<file path="src/rtl/eth_pkg.sv">
// Shared definitions for the GMII transmit path: framer states, wire constants, CRC-32 constants.
package eth_pkg;

  typedef enum logic [2:0] {
    ST_IDLE, ST_PREAMBLE, ST_SFD, ST_PAYLOAD, ST_PAD, ST_FCS, ST_DRAIN, ST_IFG
  } tx_state_e;

  localparam logic [7:0]  ETH_PREAMBLE    = 8'h55;
  localparam logic [7:0]  ETH_SFD         = 8'hD5;
  localparam logic [31:0] CRC32_POLY_REV  = 32'hEDB88320;
  localparam logic [31:0] CRC32_INIT      = 32'hFFFFFFFF;
  localparam int          ETH_MIN_PAYLOAD = 60;
  localparam int          ETH_IFG_BYTES   = 12;

  typedef struct packed {
    logic [7:0] txd;
    logic       en;
    logic       er;
  } gmii_tx_t;

  function automatic gmii_tx_t gmii_byte(input logic [7:0] d, input logic er);
    return '{txd: d, en: 1'b1, er: er};
  endfunction

endpackage

</file>
<file path="src/rtl/eth_crc32_d8.sv">
// Combinational one-byte step of the reflected Ethernet CRC-32 (LSB-first).
module eth_crc32_d8
  import eth_pkg::*;
(
  input  logic [31:0] crc_in,
  input  logic [7:0]  data,
  output logic [31:0] crc_out
);
  logic [31:0] c;

  always_comb begin
    c = crc_in ^ {24'h0, data};
    for (int i = 0; i < 8; i++)
      c = c[0] ? ((c >> 1) ^ CRC32_POLY_REV) : (c >> 1);
    crc_out = c;
  end
endmodule

</file>
<file path="src/rtl/eth_gmii_tx_framer.sv">
// Byte-stream to GMII transmit framer: preamble/SFD, zero padding, CRC-32 FCS, inter-frame gap.
module eth_gmii_tx_framer
  import eth_pkg::*;
#(
  parameter int MIN_PAYLOAD    = ETH_MIN_PAYLOAD,
  parameter int IFG_BYTES      = ETH_IFG_BYTES,
  parameter bit ENABLE_PADDING = 1'b1
) (
  input  logic        clk_int,
  input  logic        rst_int_n,
  input  logic [7:0]  tx_axis_tdata,
  input  logic        tx_axis_tvalid,
  output logic        tx_axis_tready,
  input  logic        tx_axis_tlast,
  input  logic        tx_axis_tuser,
  output logic [7:0]  gmii_txd,
  output logic        gmii_tx_en,
  output logic        gmii_tx_er,
  output logic [31:0] tx_fcs_reg,
  output logic        tx_busy,
  output logic        tx_frame_done,
  output logic        tx_underrun
);
  localparam int IFG_W = (IFG_BYTES > 1) ? $clog2(IFG_BYTES) : 1;

  tx_state_e        state_q, state_d;
  logic [2:0]       pre_cnt_q, pre_cnt_d;
  logic [10:0]      pay_cnt_q, pay_cnt_d, pay_inc;
  logic [1:0]       fcs_cnt_q, fcs_cnt_d;
  logic [IFG_W-1:0] ifg_cnt_q, ifg_cnt_d;
  logic [31:0]      crc_q, crc_d, crc_nx, crc_seed, fcs_val, fcs_reg_d;
  logic [7:0]       crc_data;
  gmii_tx_t         gmii_q, gmii_d;
  logic             done_d, urun_d, short_frame;

  assign tx_axis_tready = (state_q == ST_SFD) || (state_q == ST_PAYLOAD) || (state_q == ST_DRAIN);

  // SFD cycle carries the first payload byte, so the seed is swapped in there.
  assign crc_seed = (state_q == ST_SFD) ? CRC32_INIT : crc_q;
  assign crc_data = (state_q == ST_PAD) ? 8'h00 : tx_axis_tdata;
  assign fcs_val  = ~crc_q;
  assign pay_inc  = (pay_cnt_q == 11'h7FF) ? pay_cnt_q : pay_cnt_q + 11'd1;
  assign short_frame = ENABLE_PADDING && (({1'b0, pay_cnt_q} + 12'd1) < 12'(MIN_PAYLOAD));

  eth_crc32_d8 u_crc (.crc_in(crc_seed), .data(crc_data), .crc_out(crc_nx));

  // gmii_d is what the wire carries next cycle, hence the one-beat lag on payload.
  always_comb begin
    state_d   = state_q;
    pre_cnt_d = '0;
    pay_cnt_d = pay_cnt_q;
    fcs_cnt_d = '0;
    ifg_cnt_d = '0;
    crc_d     = crc_q;
    gmii_d    = '0;
    done_d    = 1'b0;
    urun_d    = 1'b0;
    fcs_reg_d = tx_fcs_reg;
    case (state_q)
      ST_IDLE: begin
        pay_cnt_d = '0;
        if (tx_axis_tvalid) begin
          state_d = ST_PREAMBLE;
          gmii_d  = gmii_byte(ETH_PREAMBLE, 1'b0);
        end
      end
      ST_PREAMBLE: begin
        pre_cnt_d = pre_cnt_q + 3'd1;
        gmii_d    = gmii_byte(ETH_PREAMBLE, 1'b0);
        if (pre_cnt_q == 3'd6) begin
          state_d = ST_SFD;
          gmii_d  = gmii_byte(ETH_SFD, 1'b0);
        end
      end
      ST_SFD, ST_PAYLOAD: begin
        if (tx_axis_tvalid) begin
          crc_d     = crc_nx;
          pay_cnt_d = pay_inc;
          gmii_d    = gmii_byte(tx_axis_tdata, tx_axis_tlast && tx_axis_tuser);
          if (!tx_axis_tlast)    state_d = ST_PAYLOAD;
          else if (tx_axis_tuser) state_d = ST_IFG;
          else if (short_frame)  state_d = ST_PAD;
          else                   state_d = ST_FCS;
        end else begin
          gmii_d  = gmii_byte(8'h00, 1'b1);
          urun_d  = 1'b1;
          state_d = ST_DRAIN;
        end
      end
      ST_PAD: begin
        crc_d     = crc_nx;
        pay_cnt_d = pay_inc;
        gmii_d    = gmii_byte(8'h00, 1'b0);
        if (!short_frame) state_d = ST_FCS;
      end
      ST_FCS: begin
        fcs_cnt_d = fcs_cnt_q + 2'd1;
        gmii_d    = gmii_byte(fcs_val[{fcs_cnt_q, 3'b000} +: 8], 1'b0);
        if (fcs_cnt_q == 2'd3) begin
          done_d    = 1'b1;
          fcs_reg_d = fcs_val;
          state_d   = ST_IFG;
        end
      end
      ST_DRAIN: begin
        if (tx_axis_tvalid && tx_axis_tlast) state_d = ST_IFG;
      end
      ST_IFG: begin
        ifg_cnt_d = ifg_cnt_q + 1'b1;
        if (ifg_cnt_q == IFG_W'(IFG_BYTES - 1)) state_d = ST_IDLE;
      end
      default: state_d = ST_IDLE;
    endcase
  end

  always_ff @(posedge clk_int or negedge rst_int_n) begin
    if (!rst_int_n) begin
      state_q       <= ST_IDLE;
      pre_cnt_q     <= '0;
      pay_cnt_q     <= '0;
      fcs_cnt_q     <= '0;
      ifg_cnt_q     <= '0;
      crc_q         <= CRC32_INIT;
      gmii_q        <= '0;
      tx_fcs_reg    <= '0;
      tx_busy       <= 1'b0;
      tx_frame_done <= 1'b0;
      tx_underrun   <= 1'b0;
    end else begin
      state_q       <= state_d;
      pre_cnt_q     <= pre_cnt_d;
      pay_cnt_q     <= pay_cnt_d;
      fcs_cnt_q     <= fcs_cnt_d;
      ifg_cnt_q     <= ifg_cnt_d;
      crc_q         <= crc_d;
      gmii_q        <= gmii_d;
      tx_fcs_reg    <= fcs_reg_d;
      tx_busy       <= (state_d != ST_IDLE);
      tx_frame_done <= done_d;
      tx_underrun   <= urun_d;
    end
  end

  assign gmii_txd   = gmii_q.txd;
  assign gmii_tx_en = gmii_q.en;
  assign gmii_tx_er = gmii_q.er;

endmodule

</file>
<file path="config.mk">
export PLATFORM = sky130hd
export DESIGN_NAME = eth_gmii_tx_framer
export DESIGN_NICKNAME = d
export VERILOG_FILES = /design/src/rtl/eth_pkg.sv /design/src/rtl/eth_crc32_d8.sv /design/src/rtl/eth_gmii_tx_framer.sv
export SDC_FILE = /design/constraint.sdc
export NUM_CORES = 1
export LEC_CHECK = 0
export CORE_MARGIN = 2
export CORE_UTILIZATION = 51
export CTS_CLUSTER_SIZE = 16
export DETAILED_ROUTE_END_ITERATION = 7
export GPL_ROUTABILITY_DRIVEN = 0
export GPL_TIMING_DRIVEN = 0
export PLACE_DENSITY = 0.76
export SKIP_CTS_REPAIR_TIMING = 1
export SLEW_MARGIN = 20
export SYNTH_ARGS = -nofsm -noshare
export SYNTH_HDL_FRONTEND = slang
export SYNTH_SLANG_ARGS = --single-unit
export TNS_END_PERCENT = 1
</file>
<file path="constraint.sdc">
create_clock -name clk_int -period 2.4 [get_ports clk_int]
set_input_delay 0.6 -clock clk_int [delete_from_list [all_inputs] [get_ports clk_int]]
set_output_delay 0.6 -clock clk_int [all_outputs]
set_load 0.005 [all_outputs]
</file>
==> results of run 1 <==
placed cells by master, fill, tap and decap left out, types with 4 or more instances in the layout:
master / instances
mux4_2: 8
xnor2_1: 35
clkdlybuf4s50_1: 56
xor2_1: 18
inv_1: 7
nand2_1: 77
nor2b_1: 4
dfrtp_1: 67
clkbuf_8: 10
nand2b_1: 20
o21ai_0: 59
nand3_1: 8
o211ai_4: 6
dfstp_2: 32
o21ai_1: 21
xor2_2: 6
ha_1: 5
nor2_1: 66
clkbuf_1: 16
buf_2: 7
a21oi_1: 28
inv_6: 4
clkbuf_2: 5
a32oi_1: 7
xor2_4: 5
cell type report:
type                       instances  area share (%)
buffer                            29            2.04
inverter                           7           0.407
sequential                       100            39.4
clock buffer                      10            2.13
timing repair buffer              62            10.0
clock inverter                     6           0.679
multi-input combinational        415            42.7
tap                              136            2.64
worst max-delay path, cell delays in order, from the launching register on:
cell	delay (ns)
dfrtp_2	0.46
buf_2	0.20
buf_2	0.20
a21boi_1	0.15
clkdlybuf4s50_1	0.51
layer usage:
layer | up-vias | GRT usage [%]
met1 | 2075 | 34.8
li1 | 2020 | -
met4 | 0 | 10.9
met2 | 174 | 38.3
met5 | - | 0
met3 | 31 | 3.04
stage by stage:
step | setup WS (ns) | instance area, um2
5_1_grt | -0.167 | 6450
3_3_place_gp | -2.81 | 6140
3_5_place_dp | -0.598 | 6170
4_1_cts | -0.461 | 6350
6_report | -0.102 | 6450
2_1_floorplan | 0.114 | 5390
worst max-delay path by stage:
stage                        start        endpoint  cells past startpoint
global route            state_q[1]  tx_axis_tready                      4
detailed placement  tx_axis_tvalid    pay_cnt_q[4]                     10
CTS                     state_q[2]  tx_axis_tready                      4
finish                  state_q[2]  tx_axis_tready                      4
global placement         rst_int_n  tx_fcs_reg[29]                      1
floorplan               state_q[2]       crc_q[19]                      8
synth_stat cells (5+ instances only):
cell,instances
ha_1,5
o211ai_4,6
o21ai_1,19
nor2_1,68
nand2b_1,20
xnor2_1,35
o21ai_0,61
a32oi_1,7
clkbuf_1,24
mux4_2,8
xor2_1,19
xor2_2,9
dfstp_2,32
nand2_1,77
inv_1,7
dfrtp_1,68
nand3_1,8
a21oi_1,28
kinds of logic (layout without fill, tap and decap cells):
logic type / count (synthesis) / after routing / share of synthesized area [%]
compound gates: 138 / 138 / 16.3
xor+xnor: 67 / 67 / 12.9
fa+ha+maj: 5 / 5 / 1.16
buf+inv: 36 / 114 / 2.81
flops: 100 / 100 / 47.2
mux: 10 / 10 / 3.74
simple gates: 195 / 195 / 15.9
power groups by stage:
| stage | registers, mW | clock network (mW) | logic [mW] |
|---|---|---|---|
| after floorplan | 2.92 | 0 | 5.30 |
| after global placement | 3.13 | 0 | 6.75 |
| after detailed placement | 3.16 | 0 | 6.96 |
| after CTS | 3.13 | 1.05 | 7.04 |
| after global routing | 3.22 | 1.11 | 8.01 |
| final | 3.16 | 1.03 | 7.38 |
==> metrics, run 1 <==
element type at the critical path end=output port; area occupied by multi-input gates=2750 um2; area grow syn2layout=19.7%; CTS root buffer=clkbuf_8; average cell area after synthesis=9.78 um2; final worst-path setup slack=-0.102 ns; P_sw=5.27 mW; Placed Cells=746; Hold Worst Slack=0.0925 ns; Die Width=107 um; largest net degree at the start of global routing=66; number of DRC markers in iteration 0=337; share of flip-flops with an asynchronous set or reset=100%; nets in the synthesized netlist=569; crit share post-route=104%; CTS tree=built; leakage component of the power=2.60 nW; unrepaired setup endpoints after global routing=true; worst hold path type=input pin to async pin; path depth of the worst reg2reg path=9; largest area contributor in the synthesized netlist=dfrtp_1; dominant synthesized flop cell=dfrtp_1; Congestion Overflow GR=0; number of max-cap violations=0; Routed wire per std cell=17.6 um; number of rows created at floorplan=37; post-route core utilization=62.8%; combinational share of power=63.8%; wire length on met1=5730 um; final critical-path required period=2.50 ns; Worst Path Arrival=1.90 ns; capturing point of the worst reg2reg path=crc_q[16]; final-report max-slew violation count=0; violations in the final reports=setup timing; post-detailed-route count of antenna-violating nets=0; post-synthesis instance area=5390 um2; wire length of the first global-routing pass=21,600 um; number of enable-type register cells in the synthesized netlist=0; Synth area leaders=dfrtp_1, dfstp_2, xnor2_1; non-filler cells, final=765; Sinks on Clock Net=100; floorplan die area=11,400 um2; Clock H-tree levels=3; I/O pins=59; via count of the first global-routing pass=4,104; Fmax=400 MHz; number of warnings issued by yosys=0; internal power of the cells=6.30 mW; drt total wl=13,500 um; Power Total=11.6 mW; initial antenna violation count=0; share of the yosys chip area belonging to registers=47.2%; power per unit of standard cell area=1790 nW/um2; overall fraction of global-route tracks in use=24.6%; Clock Tree Buf Depth=2; Critical Path Start Type=register; result of the run=complete, but fails checks; number of setup violations in the final report=5; number of DRC violations after detailed routing=0; category of the critical setup timing path=register to output port; FILL cells=858; met2 wire length=6460 um; post-synthesis register bit count=100; layout net count=642; relative contribution of sequential cells to total power=27.3%; number of library cell types mapped by synthesis=51; area taken by flip-flops and latches=2540 um2; Slew Limit Headroom=49.2%; via density per instance=5.62; cell count after synthesis=551; Worst EP required=1.80 ns; Port Buffers=58; CTS Buf Count=9; aggregate negative setup slack=-0.121 ns; floorplan die height=107 um; highest ir drop seen on vdd=0.000785 V; Hold Vio Cnt, Final=0; Clock Skew=0.0137 ns; share of Yosys cell area claimed by the top area cell type=31.6%; number of search-and-repair iterations in the first detailed-routing pass=5; top metal layer carrying routed signals=met4; Tightest Pin Transition=0.757 ns; Clk Latency, worst-skew pair=0.38 ns; number of diodes added for antenna fixing=0; maximum fanout encountered on the critical timing path=10; routed wire length on met3=836 um; Initial Utilization=52.4%; reg2reg setup slack=-0.01 ns; startpoint of the lowest-slack register-to-register path=state_q[1]; switch share=45.5%; half-perimeter wire length after placement=9740 um; ratio of cells with drive above 1 in the final layout=16.4%; core footprint=10,300 um2; clock-pin slew reported for the worst setup and hold paths after clock tree synthesis=0.10 ns; vias=4,300; clock share of power=8.9%
(Power assumes the default switching activity.)
==> run 2: changes to the inputs <==
--- a/config.mk
+++ b/config.mk
@@ -6,12 +6,12 @@
 export NUM_CORES = 1
 export LEC_CHECK = 0
 export CORE_MARGIN = 2
-export CORE_UTILIZATION = 51
+export CORE_UTILIZATION = 45
 export CTS_CLUSTER_SIZE = 16
 export DETAILED_ROUTE_END_ITERATION = 7
 export GPL_ROUTABILITY_DRIVEN = 0
 export GPL_TIMING_DRIVEN = 0
-export PLACE_DENSITY = 0.76
+export PLACE_DENSITY = 0.69
 export SKIP_CTS_REPAIR_TIMING = 1
 export SLEW_MARGIN = 20
 export SYNTH_ARGS = -nofsm -noshare
==> metrics, run 2 (synthesis gave the netlist of run 1 again) <==
CTS tree=built; Sinks on Clock Net=100 (unchanged); power per unit of standard cell area=1820 nW/um2 (+1.6%); number of setup violations in the final report=0 (-5); Clk Latency, worst-skew pair=0.36 ns (-0.02 ns); Worst EP required=2.67 ns (+0.87 ns); via count of the first global-routing pass=4,285 (+4.4%); CTS root buffer=clkbuf_16; maximum fanout encountered on the critical timing path=10 (unchanged); drt total wl=13,900 um (+2.8%); number of max-cap violations=0 (unchanged); category of the critical setup timing path=register to register; I/O pins=59 (unchanged); unrepaired setup endpoints after global routing=true; number of DRC markers in iteration 0=321 (-4.7%); ratio of cells with drive above 1 in the final layout=16.7% (+0.29 points); area grow syn2layout=22.9%; final critical-path required period=2.37 ns (-0.136 ns); number of diodes added for antenna fixing=0 (unchanged); crit share post-route=98.6% (-5.7 points); result of the run=finished clean; Worst Path Arrival=2.64 ns (+0.74 ns); met3 global-route usage=4.68% (+1.6 points); Clock Skew=0.0115 ns (-0.00226 ns); Tightest Pin Transition=0.780 ns (+0.0230 ns); Initial Utilization=46.6% (-5.8 points); clock-pin slew reported for the worst setup and hold paths after clock tree synthesis=0.07 ns (-0.03 ns); number of DRC violations after detailed routing=0 (unchanged); core footprint=11,600 um2 (+13%); Clock H-tree levels=3 (unchanged); Critical Path Start Type=register; GR met1 Demand/Resource=29.9% (-4.9 points); vias=4,317 (+0.40%); number of search-and-repair iterations in the first detailed-routing pass=5 (unchanged); wire length of the first global-routing pass=22,100 um (+2.6%); post-route core utilization=57.3% (-5.5 points); Fmax=423 MHz (+5.7%); Routed wire per std cell=18.0 um (+1.8%); Power Total=12.1 mW (+4.3%); Die Width=113 um (+6.2%); layer with the highest usage after global routing=met2; Hold Vio Cnt, Final=0 (unchanged); Port Buffers=58 (unchanged); final-report max-slew violation count=0 (unchanged); layout net count=643 (+0.16%); Congestion Overflow GR=0 (unchanged); half-perimeter wire length after placement=9850 um (+1.1%); highest-count cells in the layout ignoring fill and taps=nand2_1, dfrtp_1, nor2_1, o21ai_0, clkdlybuf4s50_1; floorplan die area=12,900 um2 (+13%); leakage component of the power=2.67 nW (+2.9%); element type at the critical path end=register; initial antenna violation count=0 (unchanged); commonest non-fill, non-tap cell in the layout=nand2_1; CTS Buf Count=9 (unchanged); global routing usage on met2=35.3% (-3.0 points); highest ir drop seen on vdd=0.000719 V (-8.4%); post-detailed-route count of antenna-violating nets=0 (unchanged); FILL cells=992 (+16%); overall fraction of global-route tracks in use=22.2% (-2.4 points); via density per instance=5.58 (-0.64%); largest net degree at the start of global routing=61 (-7.6%); floorplan die height=113 um (+6.2%); number of rows created at floorplan=39 (+5.4%); worst hold path type=input pin to async pin; Clock Tree Buf Depth=2 (unchanged); Slew Limit Headroom=47.6% (-1.5 points)
[run 2: cell types whose count changed in the layout (fill, tap and decap cells not counted), moves of 2 or more]
cell       previous run  this run
clkbuf_16             0         9
clkbuf_8             10         1
buf_2                 7         3
clkbuf_4              0         3
a32oi_1               7         5
a32oi_2               0         2
buf_4                 2         4
clkbuf_1             16        18
clkbuf_2              5         3
clkinv_4              0         2
[run 2: critical path, cell delays in order (launching register included)]
cell and delay [ns]:
dfrtp_1 0.40, clkbuf_4 0.19, nor2b_1 0.14, clkbuf_2 0.19, a32oi_1 0.29, o211ai_4 0.25
xor2_4 0.25, xor2_2 0.32, xor2_1 0.18, a21oi_1 0.08
[run 2: where the power goes]
group / internal [mW] / switching, mW / total (mW)
Combinational: 3.40 / 4.08 / 7.48
Clock: 0.751 / 0.688 / 1.44
Sequential: 2.55 / 0.597 / 3.15
[run 2: final cells by class]
type                    count  area [um2]  share of cell area, %
multi-input cells         415        2790                   42.1
clock inverters             6        52.6                  0.793
inverters                   7        26.3                  0.397
well taps                 143         179                   2.70
repair buffers             63         657                   9.92
plain buffers              29         139                   2.10
flip-flops and latches    100        2540                   38.4
clock buffers              10         239                   3.61
[run 2: path summary, 6_finish.rpt]
| kind | depth (start not counted) | slack, ns | startpoint | to |
|---|---|---|---|---|
| setup / recovery | 9 | 0.03 | state_q[1] | crc_q[8] |
| hold / removal | 1 | 0.14 | rst_int_n | pay_cnt_q[0] |
| setup reg to reg | 9 | 0.03 | state_q[1] | crc_q[8] |
| hold reg to reg | 1 | 0.46 | pre_cnt_q[0] | pre_cnt_q[0] |
| max in group asynchronous | 2 | 1.57 | rst_int_n | crc_q[3] |
| min in group clk_int | 1 | 0.46 | pre_cnt_q[0] | pre_cnt_q[0] |
[run 2: through the flow]
| stage | instances | instance area [um2] | hold slack, ns | setup TNS, ns | worst slack [ns] |
|---|---|---|---|---|---|
| floorplan | 551 | 5390 | 0.304 | 0 | 0.114 |
| global placement | 752 | 6150 | 0.445 | -263.43 | -2.87 |
| detailed placement | 753 | 6180 | 0.454 | -16.98 | -0.664 |
| CTS | 769 | 6470 | 0.158 | -5.09 | -0.461 |
| global route | 773 | 6630 | 0.177 | -0.473 | -0.0815 |
| finish | 773 | 6630 | 0.143 | 0 | 0.0337 |
[run 2: per-layer routing]
| layer | vias up | wire, um |
|---|---|---|
| met5 | - | 0 |
| met1 | 2108 | 6070 |
| met3 | 25 | 822 |
| li1 | 2030 | - |
| met2 | 154 | 6580 |
| met4 | 0 | 408 |
==> run 3: changes to the inputs <==
--- a/config.mk
+++ b/config.mk
@@ -5,7 +5,7 @@
 export SDC_FILE = /design/constraint.sdc
 export NUM_CORES = 1
 export LEC_CHECK = 0
-export CORE_MARGIN = 2
+export CORE_ASPECT_RATIO = 1.4
 export CORE_UTILIZATION = 45
 export CTS_CLUSTER_SIZE = 16
 export DETAILED_ROUTE_END_ITERATION = 7
==> metrics, run 3 (synthesis gave the netlist of run 1 again) <==
result of the run=complete, but fails checks; violations in the final reports=setup timing; final-report max-slew violation count=0 (unchanged); wire length of the first global-routing pass=22,200 um (+0.31%); maximum fanout encountered on the critical timing path=10 (unchanged); number of rows created at floorplan=46 (+18%); Clock H-tree levels=3 (unchanged); commonest non-fill, non-tap cell in the layout=nand2_1; largest net degree at the start of global routing=68 (+11%); Slew Limit Headroom=49.5% (+1.8 points); highest ir drop seen on vdd=0.000991 V (+38%); half-perimeter wire length after placement=10,000 um (+1.6%); standard cell area after detailed placement=6180 um2 (about the same); power per unit of standard cell area=1820 nW/um2 (about the same); aggregate negative setup slack=-0.0623 ns (-0.0623 ns); Crit path max-delay family=buffers and inverters; Clock Skew=0.00605 ns (-0.00542 ns); floorplan die area=12,400 um2 (-3.5%); delay of the slowest cell on the worst path=0.51 ns (+0.11 ns); number of DRC markers in iteration 0=264 (-18%); final critical-path required period=2.43 ns (+0.0659 ns); area grow syn2layout=22.2%; initial antenna violation count=0 (unchanged); layout net count=642 (-0.16%); Congestion Overflow GR=0 (unchanged); number of setup violations in the final report=3 (+3); Initial Utilization=46.8% (+0.22 points); Clk Latency, worst-skew pair=0.35 ns (about the same); Post-Layout Inst Area=6590 um2 (-0.55%); buffer and inverter count on the worst path=3 (+1); Sinks on Clock Net=100 (unchanged); startpoint of the lowest-slack register-to-register path=state_q[1]; post-detailed-route count of antenna-violating nets=0 (unchanged); CTS root buffer=clkbuf_16; start point of the critical path=state_q[2]; element type at the critical path end=output port; highest-count cells in the layout ignoring fill and taps=nand2_1, nor2_1, dfrtp_1, o21ai_0, clkdlybuf4s50_1; Worst Path Arrival=1.83 ns (-0.81 ns); crit share post-route=101% (+2.7 points); number of search-and-repair iterations in the first detailed-routing pass=5 (unchanged); Worst EP required=1.80 ns (-0.87 ns); Placed Cells=754 (+0.13%); CP Cell Sequence=clkbuf_4, buf_4, a21boi_1, clkdlybuf4s50_1; Hold Vio Cnt, Final=0 (unchanged); Max stage delay cell, worst path=clkdlybuf4s50_1; Die Width=94.5 um (-17%); CTS tree=built; Place WS=-0.659 ns (+0.00478 ns); unrepaired setup endpoints after global routing=true; Clock Tree Buf Depth=2 (unchanged); number of diodes added for antenna fixing=0 (unchanged); I/O pins=59 (unchanged); Port Buffers=58 (unchanged); floorplan die height=131 um (+16%); Fmax=411 MHz (-2.7%); drt total wl=13,600 um (-2.2%); Tightest Pin Transition=0.753 ns (-0.0272 ns); FILL cells=1,021 (+2.9%); vias=4,228 (-2.1%); via density per instance=5.47 (-2.1%); number of max-cap violations=0 (unchanged); non-filler cells, final=773 (unchanged); via count of the first global-routing pass=4,366 (+1.9%); category of the critical setup timing path=register to output port; leakage component of the power=2.66 nW (-0.34%); worst hold path type=input pin to async pin; overall fraction of global-route tracks in use=23.3% (+1.1 points); core footprint=11,500 um2 (-0.47%); final worst-path setup slack=-0.0322 ns (-0.0659 ns); Critical Path Start Type=register; CTS Buf Count=9 (unchanged); ratio of cells with drive above 1 in the final layout=16.5% (-0.13 points); clock-pin slew reported for the worst setup and hold paths after clock tree synthesis=0.07 ns (about the same); Routed wire per std cell=17.6 um (-2.2%); Power Total=12.0 mW (-0.47%); number of DRC violations after detailed routing=0 (unchanged)
run 3: area by class of cell:
class                   count  area [um2]  area share (%)
multi-input cells         415        2730            41.5
flip-flops and latches    100        2540            38.6
repair buffers             63         654            9.93
clock buffers              11         243            3.68
well taps                 144         180            2.73
plain buffers              28         135            2.05
clock inverters             5        75.1            1.14
inverters                   7        26.3           0.399
run 3: worst paths after layout:
path	end	slack (ns)	cells after the start
setup / recovery	tx_axis_tready	-0.03	4
min in group clk_int	pre_cnt_q[0]	0.47	1
hold reg to reg	pre_cnt_q[0]	0.47	1
setup reg to reg	crc_q[19]	-0.02	9
hold / removal	pay_cnt_q[3]	0.13	1
max in group asynchronous	crc_q[4]	1.59	2
run 3: stage by stage:
stage	hold slack, ns	utilization, %
after floorplan	0.304	-
after global placement	0.447	53.4
after detailed placement	0.457	53.7
after CTS	0.140	56.4
after global routing	0.154	57.2
final	0.133	57.2
run 3: report_power, final:
| part | internal, mW | total (mW) | switching (mW) |
|---|---|---|---|
| Clock | 0.937 | 1.55 | 0.613 |
| Sequential | 2.56 | 3.14 | 0.586 |
| Combinational | 3.36 | 7.33 | 3.97 |
| Total | 6.85 | 12.0 | 5.17 |
run 3: metal layers:
metal  track usage, %  part of all wire (%)  vias up
met1             28.6                    41     2097
met4             10.7                   2.8        0
met3             3.36                   3.6       25
met5                0                     0        -
met2             39.6                    53       93
li1                 -                     -     2013
